[config.mk]
export PLATFORM = sky130hd
export DESIGN_NAME = memory_cycle_vec_flat
export DESIGN_NICKNAME = d
export VERILOG_FILES = /design/src/rtl/mem_pkg.sv /design/src/rtl/memory_cycle_vec_if.sv /design/src/rtl/beat_serializer.sv /design/src/rtl/memory_cycle_vec.sv /design/src/flat_wrapper.sv
export SDC_FILE = /design/constraint.sdc
export NUM_CORES = 1
export LEC_CHECK = 0
export BUFFER_PORTS_ARGS = -buffer_cell sky130_fd_sc_hd__buf_2
export CAP_MARGIN = 20
export CORE_AREA = 4 4 320 322
export CTS_CLUSTER_DIAMETER = 60
export CTS_CLUSTER_SIZE = 14
export DETAILED_ROUTE_END_ITERATION = 10
export DIE_AREA = 0 0 324 326
export PLACE_DENSITY = 0.46
export SETUP_SLACK_MARGIN = 0.2
export SLEW_MARGIN = 5
export SYNTH_ARGS = -nofsm -noshare
export SYNTH_HDL_FRONTEND = slang
export SYNTH_SLANG_ARGS = --single-unit
[constraint.sdc]
create_clock -name clk -period 22.4 [get_ports clk]
set_clock_uncertainty 0.1 [all_clocks]
set_input_delay 1.12 -clock clk [delete_from_list [all_inputs] [get_ports clk]]
set_output_delay 1.12 -clock clk [all_outputs]
set_load 0.01 [all_outputs]
[src/rtl/mem_pkg.sv]
// rtl/mem_pkg.sv - shared widths, beat geometry and FSM state codes for the memory stage
package mem_pkg;

  localparam int ADDR_W     = 32;
  localparam int BEAT_W     = 32;
  localparam int VEC_W      = 128;
  localparam int BEATS      = VEC_W / BEAT_W;
  localparam int BEAT_BYTES = 4;

  // Serializer FSM state codes
  localparam logic [0:0] S_IDLE  = 1'b0;
  localparam logic [0:0] S_BURST = 1'b1;

endpackage

[src/rtl/memory_cycle_vec_if.sv]
// rtl/memory_cycle_vec_if.sv - 32-bit data-memory beat port with req/ack handshake
interface memory_cycle_vec_if;
  import mem_pkg::*;

  logic              mem_req;
  logic              mem_we;
  logic [ADDR_W-1:0] mem_addr;
  logic [BEAT_W-1:0] mem_wdata;
  logic [BEAT_W-1:0] mem_rdata;
  logic              mem_ack;

  modport master (
    output mem_req, mem_we, mem_addr, mem_wdata,
    input  mem_rdata, mem_ack
  );

  modport slave (
    input  mem_req, mem_we, mem_addr, mem_wdata,
    output mem_rdata, mem_ack
  );

endinterface

[src/rtl/beat_serializer.sv]
// rtl/beat_serializer.sv - splits scalar/vector accesses into 32-bit beats and assembles load data
module beat_serializer
  import mem_pkg::*;
(
  input  logic               clk,
  input  logic               rst,
  input  logic               memop,
  input  logic               is_vec,
  input  logic               we,
  input  logic [ADDR_W-1:0]  base_addr,
  input  logic [VEC_W-1:0]   wdata,
  memory_cycle_vec_if.master mem,
  output logic               stall,
  output logic [VEC_W-1:0]   rdata_vec
);

  logic [0:0]        state_q, state_d;
  logic [1:0]        cnt_q, cnt_d;
  logic [VEC_W-1:0]  buf_q, buf_d;
  logic [1:0]        beat;
  logic [1:0]        last_idx;
  logic              last_beat;
  logic [ADDR_W-1:0] aligned;

  // Beat 0 is always issued from IDLE; later beats come from the counter
  assign beat      = (state_q == S_IDLE) ? 2'd0 : cnt_q;
  assign last_idx  = is_vec ? 2'(BEATS - 1) : 2'd0;
  assign last_beat = (beat == last_idx);
  assign aligned   = {base_addr[ADDR_W-1:2], 2'b00};

  // Bus drive, stall and load-data assembly with the final beat bypassed from the port
  always_comb begin
    mem.mem_req   = memop & ~rst;
    mem.mem_we    = we;
    mem.mem_addr  = aligned + ADDR_W'(beat) * ADDR_W'(BEAT_BYTES);
    mem.mem_wdata = wdata[{beat, 5'b0} +: BEAT_W];
    stall         = memop & ~rst & ~(mem.mem_ack & last_beat);
    rdata_vec     = buf_q;
    if (memop && mem.mem_ack && !we) begin
      rdata_vec[{beat, 5'b0} +: BEAT_W] = mem.mem_rdata;
    end
  end

  // FSM and beat counter advance on each ack; buffer is cleared when an op completes
  always_comb begin
    state_d = state_q;
    cnt_d   = cnt_q;
    buf_d   = buf_q;
    if (memop && mem.mem_ack) begin
      if (last_beat) begin
        state_d = S_IDLE;
        cnt_d   = 2'd0;
        buf_d   = '0;
      end else begin
        state_d = S_BURST;
        cnt_d   = beat + 2'd1;
        if (!we) begin
          buf_d[{beat, 5'b0} +: BEAT_W] = mem.mem_rdata;
        end
      end
    end
  end

  // State registers; reset aborts any burst in flight
  always_ff @(posedge clk or posedge rst) begin
    if (rst) begin
      state_q <= S_IDLE;
      cnt_q   <= 2'd0;
      buf_q   <= '0;
    end else begin
      state_q <= state_d;
      cnt_q   <= cnt_d;
      buf_q   <= buf_d;
    end
  end

endmodule

[src/rtl/memory_cycle_vec.sv]
// rtl/memory_cycle_vec.sv - memory pipeline stage: beat serializer, W register and ResultW mux
module memory_cycle_vec
  import mem_pkg::*;
(
  input  logic               clk,
  input  logic               rst,
  input  logic               RegWriteM,
  input  logic               MemWriteM,
  input  logic               ResultSrcM,
  input  logic               is_vectorialM,
  input  logic [5:0]         RD_M,
  input  logic [31:0]        PCPlus4M,
  input  logic [VEC_W-1:0]   ALU_ResultM,
  input  logic [VEC_W-1:0]   WriteDataM,
  memory_cycle_vec_if.master mem,
  output logic               StallM,
  output logic               RegWriteW,
  output logic               ResultSrcW,
  output logic [5:0]         RD_W,
  output logic [31:0]        PCPlus4W,
  output logic [VEC_W-1:0]   ALU_ResultW,
  output logic [VEC_W-1:0]   ReadDataW,
  output logic [VEC_W-1:0]   ResultW
);

  logic             memop;
  logic             stall;
  logic [VEC_W-1:0] rdata_vec;

  logic             reg_write_w_q, reg_write_w_d;
  logic             result_src_w_q, result_src_w_d;
  logic [5:0]       rd_w_q, rd_w_d;
  logic [31:0]      pc_plus4_w_q, pc_plus4_w_d;
  logic [VEC_W-1:0] alu_result_w_q, alu_result_w_d;
  logic [VEC_W-1:0] read_data_w_q, read_data_w_d;

  assign memop = MemWriteM | ResultSrcM;

  beat_serializer u_ser (
    .clk       (clk),
    .rst       (rst),
    .memop     (memop),
    .is_vec    (is_vectorialM),
    .we        (MemWriteM),
    .base_addr (ALU_ResultM[ADDR_W-1:0]),
    .wdata     (WriteDataM),
    .mem       (mem),
    .stall     (stall),
    .rdata_vec (rdata_vec)
  );

  // W capture when not stalled, else a bubble with the data fields held; store wins over load
  always_comb begin
    reg_write_w_d  = 1'b0;
    result_src_w_d = 1'b0;
    rd_w_d         = rd_w_q;
    pc_plus4_w_d   = pc_plus4_w_q;
    alu_result_w_d = alu_result_w_q;
    read_data_w_d  = read_data_w_q;
    if (!stall) begin
      reg_write_w_d  = RegWriteM & ~(MemWriteM & ResultSrcM);
      result_src_w_d = ResultSrcM & ~MemWriteM;
      rd_w_d         = RD_M;
      pc_plus4_w_d   = PCPlus4M;
      alu_result_w_d = ALU_ResultM;
      read_data_w_d  = rdata_vec;
    end
  end

  // W pipeline register
  always_ff @(posedge clk or posedge rst) begin
    if (rst) begin
      reg_write_w_q  <= 1'b0;
      result_src_w_q <= 1'b0;
      rd_w_q         <= '0;
      pc_plus4_w_q   <= '0;
      alu_result_w_q <= '0;
      read_data_w_q  <= '0;
    end else begin
      reg_write_w_q  <= reg_write_w_d;
      result_src_w_q <= result_src_w_d;
      rd_w_q         <= rd_w_d;
      pc_plus4_w_q   <= pc_plus4_w_d;
      alu_result_w_q <= alu_result_w_d;
      read_data_w_q  <= read_data_w_d;
    end
  end

  assign StallM      = stall;
  assign RegWriteW   = reg_write_w_q;
  assign ResultSrcW  = result_src_w_q;
  assign RD_W        = rd_w_q;
  assign PCPlus4W    = pc_plus4_w_q;
  assign ALU_ResultW = alu_result_w_q;
  assign ReadDataW   = read_data_w_q;
  assign ResultW     = result_src_w_q ? read_data_w_q : alu_result_w_q;

endmodule

[src/flat_wrapper.sv]
// flat-port wrapper written by rule: the top's interface ports become plain ports
module memory_cycle_vec_flat import mem_pkg::*;
  (clk, rst, RegWriteM, MemWriteM, ResultSrcM, is_vectorialM, RD_M, PCPlus4M, ALU_ResultM, WriteDataM, StallM, RegWriteW, ResultSrcW, RD_W, PCPlus4W, ALU_ResultW, ReadDataW, ResultW, mem_mem_req, mem_mem_we, mem_mem_addr, mem_mem_wdata, mem_mem_rdata, mem_mem_ack);
  memory_cycle_vec_if mem_i ();
  input  logic clk;
  input  logic rst;
  input  logic RegWriteM;
  input  logic MemWriteM;
  input  logic ResultSrcM;
  input  logic is_vectorialM;
  input  logic [5:0] RD_M;
  input  logic [31:0] PCPlus4M;
  input  logic [VEC_W-1:0] ALU_ResultM;
  input  logic [VEC_W-1:0] WriteDataM;
  output logic StallM;
  output logic RegWriteW;
  output logic ResultSrcW;
  output logic [5:0] RD_W;
  output logic [31:0] PCPlus4W;
  output logic [VEC_W-1:0] ALU_ResultW;
  output logic [VEC_W-1:0] ReadDataW;
  output logic [VEC_W-1:0] ResultW;
  output wire logic [$bits(mem_i.mem_req)-1:0] mem_mem_req;
  output wire logic [$bits(mem_i.mem_we)-1:0] mem_mem_we;
  output wire logic [$bits(mem_i.mem_addr)-1:0] mem_mem_addr;
  output wire logic [$bits(mem_i.mem_wdata)-1:0] mem_mem_wdata;
  input wire logic [$bits(mem_i.mem_rdata)-1:0] mem_mem_rdata;
  input wire logic [$bits(mem_i.mem_ack)-1:0] mem_mem_ack;
  assign mem_mem_req = mem_i.mem_req;
  assign mem_mem_we = mem_i.mem_we;
  assign mem_mem_addr = mem_i.mem_addr;
  assign mem_mem_wdata = mem_i.mem_wdata;
  assign mem_i.mem_rdata = mem_mem_rdata;
  assign mem_i.mem_ack = mem_mem_ack;
  memory_cycle_vec u_core (.clk(clk), .rst(rst), .RegWriteM(RegWriteM), .MemWriteM(MemWriteM), .ResultSrcM(ResultSrcM), .is_vectorialM(is_vectorialM), .RD_M(RD_M), .PCPlus4M(PCPlus4M), .ALU_ResultM(ALU_ResultM), .WriteDataM(WriteDataM), .mem(mem_i), .StallM(StallM), .RegWriteW(RegWriteW), .ResultSrcW(ResultSrcW), .RD_W(RD_W), .PCPlus4W(PCPlus4W), .ALU_ResultW(ALU_ResultW), .ReadDataW(ReadDataW), .ResultW(ResultW));
endmodule
---- Yosys cells after proc, flatten, opt, wreduce, memory -nomap -nowiden ----
Cells that the tools add are included.
operators by class
  $add $sub $neg .......................... 3
  shift operators ......................... 3
  muxes and demuxes ....................... 11
  bitwise gates (word level) .............. 11
  reduce and logical (&&, ||, !) cells .... 4
  equal/unequal tests ..................... 2
operators by type and width
  cell                                                                       number
  128-bit 2-to-1 mux                                                         4
  128-bit bitwise mux                                                        1
  32-bit by 9-bit variable shift with 128-bit output (first input constant)  1
  128-bit by 8-bit variable part select with 32-bit output                   1
  32-bit by 9-bit variable part select with 128-bit output                   1
  32-bit by 4-bit adder with 32-bit output                                   1
  7-bit negator with 9-bit output                                            1
  1-bit AND                                                                  6
  2-bit 2-to-1 mux                                                           3
  1-bit inverter                                                             4
  1-bit 2-to-1 mux                                                           3
  2-bit by 1-bit adder with 2-bit output (second input constant)             1
  2-bit equality test                                                        1
  1-bit logical AND                                                          2
  2-bit by 1-bit != test with 1-bit output (second input constant)           1
  2-bit AND reduction                                                        1
  1-bit zero test                                                            1
  1-bit OR                                                                   1
storage, ports and cells
  input port bits ......................... 333
  output and inout bits ................... 491
  register bits ........................... 427
  logic and storage cells ................. 43

---- Depth between registers and ports, before layout ----
  word-level depth ........................ 6
  mapped depth ............................ 12
  depth with buffers taken out ............ 7

---- Cells and area by module ----
A second synthesis with hierarchy kept.
second synthesis, totals
  cells, all modules ...................... 1879
  area total of the unflattened synthesis .. 21997.3 µm²
modules (own cells, without submodules)
  module            seq. area each (µm²)  area each (µm²)  cells an instance  instances
  memory_cycle_vec  7407.1                13519.2          770                1
  beat_serializer   3278.1                8478.1           1109               1

---- Worst setup path after synthesis ----
OpenSTA, ideal clock, no wires.
  kind .................................... input-to-output
  start ................................... in ALU_ResultM[2]
  end ..................................... out mem_mem_addr[31]
  data arrival time ....................... 2.429 ns
  setup slack ............................. 18.751 ns
  stages .................................. 6
  cells stage by stage .................... ha_1 > o211ai_1 > a21boi_0 > clkbuf_1 > nand4_1 > xnor2_1
on the way
  word-level cells in the longest chain between the ends .. 1
RTL lines
  item                                      line                   source
  start, declared                           flat_wrapper.sv:13     input logic [VEC_W-1:0] ALU_ResultM;
  32-bit by 4-bit adder with 32-bit output  beat_serializer.sv:35  mem.mem_addr = aligned + ADDR_W'(beat) * ADDR_W'(BEAT_BYTES);
  end, declared                             flat_wrapper.sv:25     output wire logic [$bits(mem_i.mem_addr)-1:0] mem_mem_addr;
No other way between the ends.

---- Worst setup path after layout ----
  start ................................... reg u_core.u_ser.cnt_q[0]
  end ..................................... reg u_core.alu_result_w_q[64], in the netlist u_core.ALU_ResultW[64]
on the way
  word-level cells in the longest chain between the ends .. 5
RTL lines
  item                    line                    source
  start, declared         beat_serializer.sv:18   logic [1:0] cnt_q, cnt_d;
  start signal, assigned  beat_serializer.sv:72   cnt_q <= cnt_d;
  2-bit 2-to-1 mux        beat_serializer.sv:26   assign beat = (state_q == S_IDLE) ? 2'd0 : cnt_q;
  2-bit equality test     beat_serializer.sv:28   assign last_beat = (beat == last_idx);
  1-bit AND               beat_serializer.sv:37   stall = memop & ~rst & ~(mem.mem_ack & last_beat);
  1-bit inverter          beat_serializer.sv:37
  1-bit AND               beat_serializer.sv:37
  end signal, assigned    memory_cycle_vec.sv:84  alu_result_w_q <= alu_result_w_d;
  end, declared           memory_cycle_vec.sv:34  logic [VEC_W-1:0] alu_result_w_q, alu_result_w_d;
No other way between the ends.
A chain may end at the register's enable or synchronous reset.

==> results by group <==
Status
  • Outcome: finished, final reports clean

Yosys
  • Async set-reset flop share out of synthesis: 1.000
  • Portion of the post-synthesis area used by sequential elements: 0.4871
  • Gate count after technology mapping: 1699
  • Number of warnings printed during yosys synthesis: 0
  • Number of flops mapped to enable cells by yosys: 0
  • Area contributors post-synth: dfrtp_1 49%, mux2_4 16%, mux2_2 11%
  • Most frequently used flop master after synthesis: dfrtp_1
  • Share of synthesized cell area in full adder, half adder and majority cells: 0.002281
  • Main combinational cell family by area after synthesis: multiplexers
  • Fraction of the mapped netlist area in simple logic gates: 0.06051
  • Post-Synthesis Cell Area: about 22000 µm²
  • Post-Synth XOR/XNOR Area: 0.01158
  • Yosys top cell by area: dfrtp_1
  • Post-synthesis compound-gate area fraction: 0.1199
  • Multiplexer fraction of the synthesized cell area: 0.2724
  • Area share of the leading cell type in the synthesized netlist: 0.4871
  • Number of storage elements in the synthesis netlist: 427
  • Mean instance size in the synthesized netlist: 12.91 µm²
  • Unique masters post-synth: 45

Drt
  • Detailed-route wire length: 91810 µm
  • Drt initial violations: 967
  • Number of vias in the routed layout: 16973
  • Pre-Repair DR Iteration Count: 4
  • Number of remaining DRC errors: 0
  • Average wire per cell in the routed design: 24.31 µm
  • Met3 routed WL: ~5600 µm
  • Top routing layer in use: met4
  • DR WL met2: between 40000 and 50000 µm
  • Routed vias/inst: 4.494
  • Routed length on met1: 38280 µm
  • Number of nets with antenna violations after routing: 0

Pwr
  • Total power per unit cell area: 78.95 nW/µm²
  • IR drop worst, VDD: 0.04780 mV
  • Pleak: 14.26 nW
  • Power consumption: 0.002277 W

Floorplan
  • Core region area: 99570 µm²
  • Top-level I/O count: 824
  • Initial Util: 0.2203
  • Placement row count: 116
  • Horizontal die dimension: 324 µm
  • Floorplan die area: 105600 µm²
  • Die H: about 330 µm

Finish
  • Footprint of the flip-flops and latches: between 10000 and 15000 µm²
  • Total number of nets in the final design: 2772
  • Multi-input combinational cell area: 10310 µm²
  • Layout cell share with drive strength beyond 1: 0.5739
  • Layout-stage area growth over the synthesis result: 31.44%
  • Final core utilization: 0.2896
  • Final standard cell count with taps included and fillers excluded: 3777
  • Fillers: 10484
  • Summed area of non-filler cells in the final layout: around 29000 µm²
  • Top library cells by usage in the layout, fill and taps aside: 821 x buf_2, 425 x dfrtp_1, 230 x mux2_4
  • Leading cell type in the layout, fill and taps excluded: buf_2

Global routing
  • Total overflow reported by the global router: 0
  • Overall Global Routing Usage: 0.1666
  • Number of antenna violations at the first check in global routing: 8
  • Via count of the first global-routing pass: 17511
  • Maximum number of pins on one net before global-route repair: 124
  • Wire length of the first global-routing pass: 128500 µm

Place
  • Half-perimeter wire length of the detailed placement result: 66750 µm
  • Area after DPL: 27050 µm²
  • Post-Place Cells: 3677
  • Weighted congestion reported at the end of routability-driven placement: around 0.88
  • Total of buffers placed on input and output ports: 821

Timing
  • Endpoints failing hold: 0
  • Fmax: 181.3 MHz
  • Ratio of final minimum period to clock period: 0.2462
  • Setup TNS Final: 0 ps
  • Transition time at the pin with the least slew margin: 1091 ps
  • Final setup violating endpoints: 0
  • Unrepaired setup endpoints after global routing: no
  • Max transition margin: 0.2699
  • Post-route minimum period: ~5500 ps
  • Number of slew-limit violations in the final report: 0

Clocking
  • Post_cts resized: 0
  • Number of hold buffers added after cts: 0
  • Number of post-CTS setup repair buffers: 0
  • TritonCTS clock tree: built
  • Clock latency at the later pin of the worst-skew pair: 610 ps
  • Clock tree root buffer cell: clkbuf_16
  • TritonCTS buffer count: 53
  • Clock Path Buffers: 3
  • Sink Count: 427
  • Clock-pin transition on the worst setup and hold timing paths: 60 ps
  • Level count of the clock H-tree: 2

Worst hold path
  • Path type of the worst min-delay path: reg -> reg

Critical path
  • Category of the most critical setup path: reg -> reg
  • Required time of the critical path: 22780 ps
  • Startpoint kind of the worst setup timing path: register
  • Element type at the critical path end: register
  • Maximum fanout along the worst path: 65
  • Worst Path Arrival: roughly 5900 ps

Run
  • Max-capacitance violation count: 0
routing by layer:
| metal | GRT usage | vias up |
|---|---|---|
| li1 | - | 7693 |
| met5 | 0 | - |
| met1 | 0.2090 | 8544 |
| met3 | 0.03579 | 106 |
| met2 | 0.2865 | 630 |
| met4 | 0.04893 | 0 |
flip-flops by register name, indices dropped and copies added (netlist names):
signal	flops
u_core.PCPlus4W	32
u_core.u_ser.buf_q	128
u_core.ReadDataW	128
u_core.RD_W	6
u_core.ALU_ResultW	128
u_core.u_ser.state_q	1
u_core.ResultSrcW	1
u_core.RegWriteW	1
u_core.u_ser.cnt_q	2
worst paths after layout:
path / start / endpoint / slack [ps] / depth (start not counted)
worst max-delay path: u_core.u_ser.cnt_q[0] / u_core.ALU_ResultW[64] / 16880 / 10
worst min-delay path: u_core.u_ser.buf_q[80] / u_core.u_ser.buf_q[80] / 390 / 1
worst max register to register: u_core.u_ser.cnt_q[0] / u_core.ALU_ResultW[64] / 16880 / 10
worst min register to register: u_core.u_ser.buf_q[80] / u_core.u_ser.buf_q[80] / 390 / 1
max in group asynchronous: rst / u_core.u_ser.buf_q[93] / 18410 / 5
min in group asynchronous: rst / u_core.u_ser.buf_q[12] / 660 / 2
final cells by class:
| class | count | share of cell area |
|---|---|---|
| clock inverters | 33 | 0.01310 |
| flip-flops and latches | 427 | 0.3707 |
| diodes | 3 | 0.0002603 |
| clock buffers | 63 | 0.04834 |
| well taps | 1298 | 0.05632 |
| multi-input cells | 1088 | 0.3577 |
| repair buffers | 859 | 0.1524 |
| inverters | 6 | 0.001128 |
cells by family after synthesis:
logic type | count (synthesis)
mux | 454
compound gates | 346
fa+ha+maj | 4
buf+inv | 185
other cells | 1
flops | 427
simple gates | 253
xor+xnor | 29
synthesized netlist by cell type, drive strengths merged, types with 2 or more instances:
| cell type | count |
|---|---|
| nand2 | 124 |
| nand4 | 15 |
| mux2 | 454 |
| nand4b | 4 |
| o21ai | 62 |
| a22o | 180 |
| and2 | 4 |
| buf | 91 |
| nor3 | 5 |
| o31ai | 34 |
| clkbuf | 88 |
| nor2 | 7 |
| a21boi | 2 |
| xor2 | 2 |
| dfrtp | 427 |
| inv | 6 |
| nand3 | 9 |
| xnor2 | 27 |
| and4 | 2 |
| ha | 4 |
| nor2b | 36 |
| a31oi | 33 |
| nor3b | 3 |
| nor4 | 2 |
| a211oi | 32 |
| and3 | 37 |
per-stage QoR:
step	worst slack (ps)	hold WS (ps)
2_1_floorplan	9290	359.5
3_3_place_gp	16790	376.0
3_5_place_dp	16790	376.2
4_1_cts	16850	396.0
5_1_grt	16580	403.4
6_report	16880	390.6
worst max-delay path, stage by stage, from the launching register on:
cell      delay, ps
dfrtp_2         440
buf_4           310
and2_1          270
inv_4           160
o22ai_2         320
a21boi_4        250
buf_4           720
buf_4           700
buf_4           720
buf_4           770
mux2_2          420
where the power goes:
group	switching [W]	total, W	internal [W]
Sequential	0.0000520	0.000879	0.000827
Combinational	0.000293	0.000518	0.000225
Clock	0.000385	0.000879	0.000494
No activity file was read; power rests on OpenSTA's default activity.
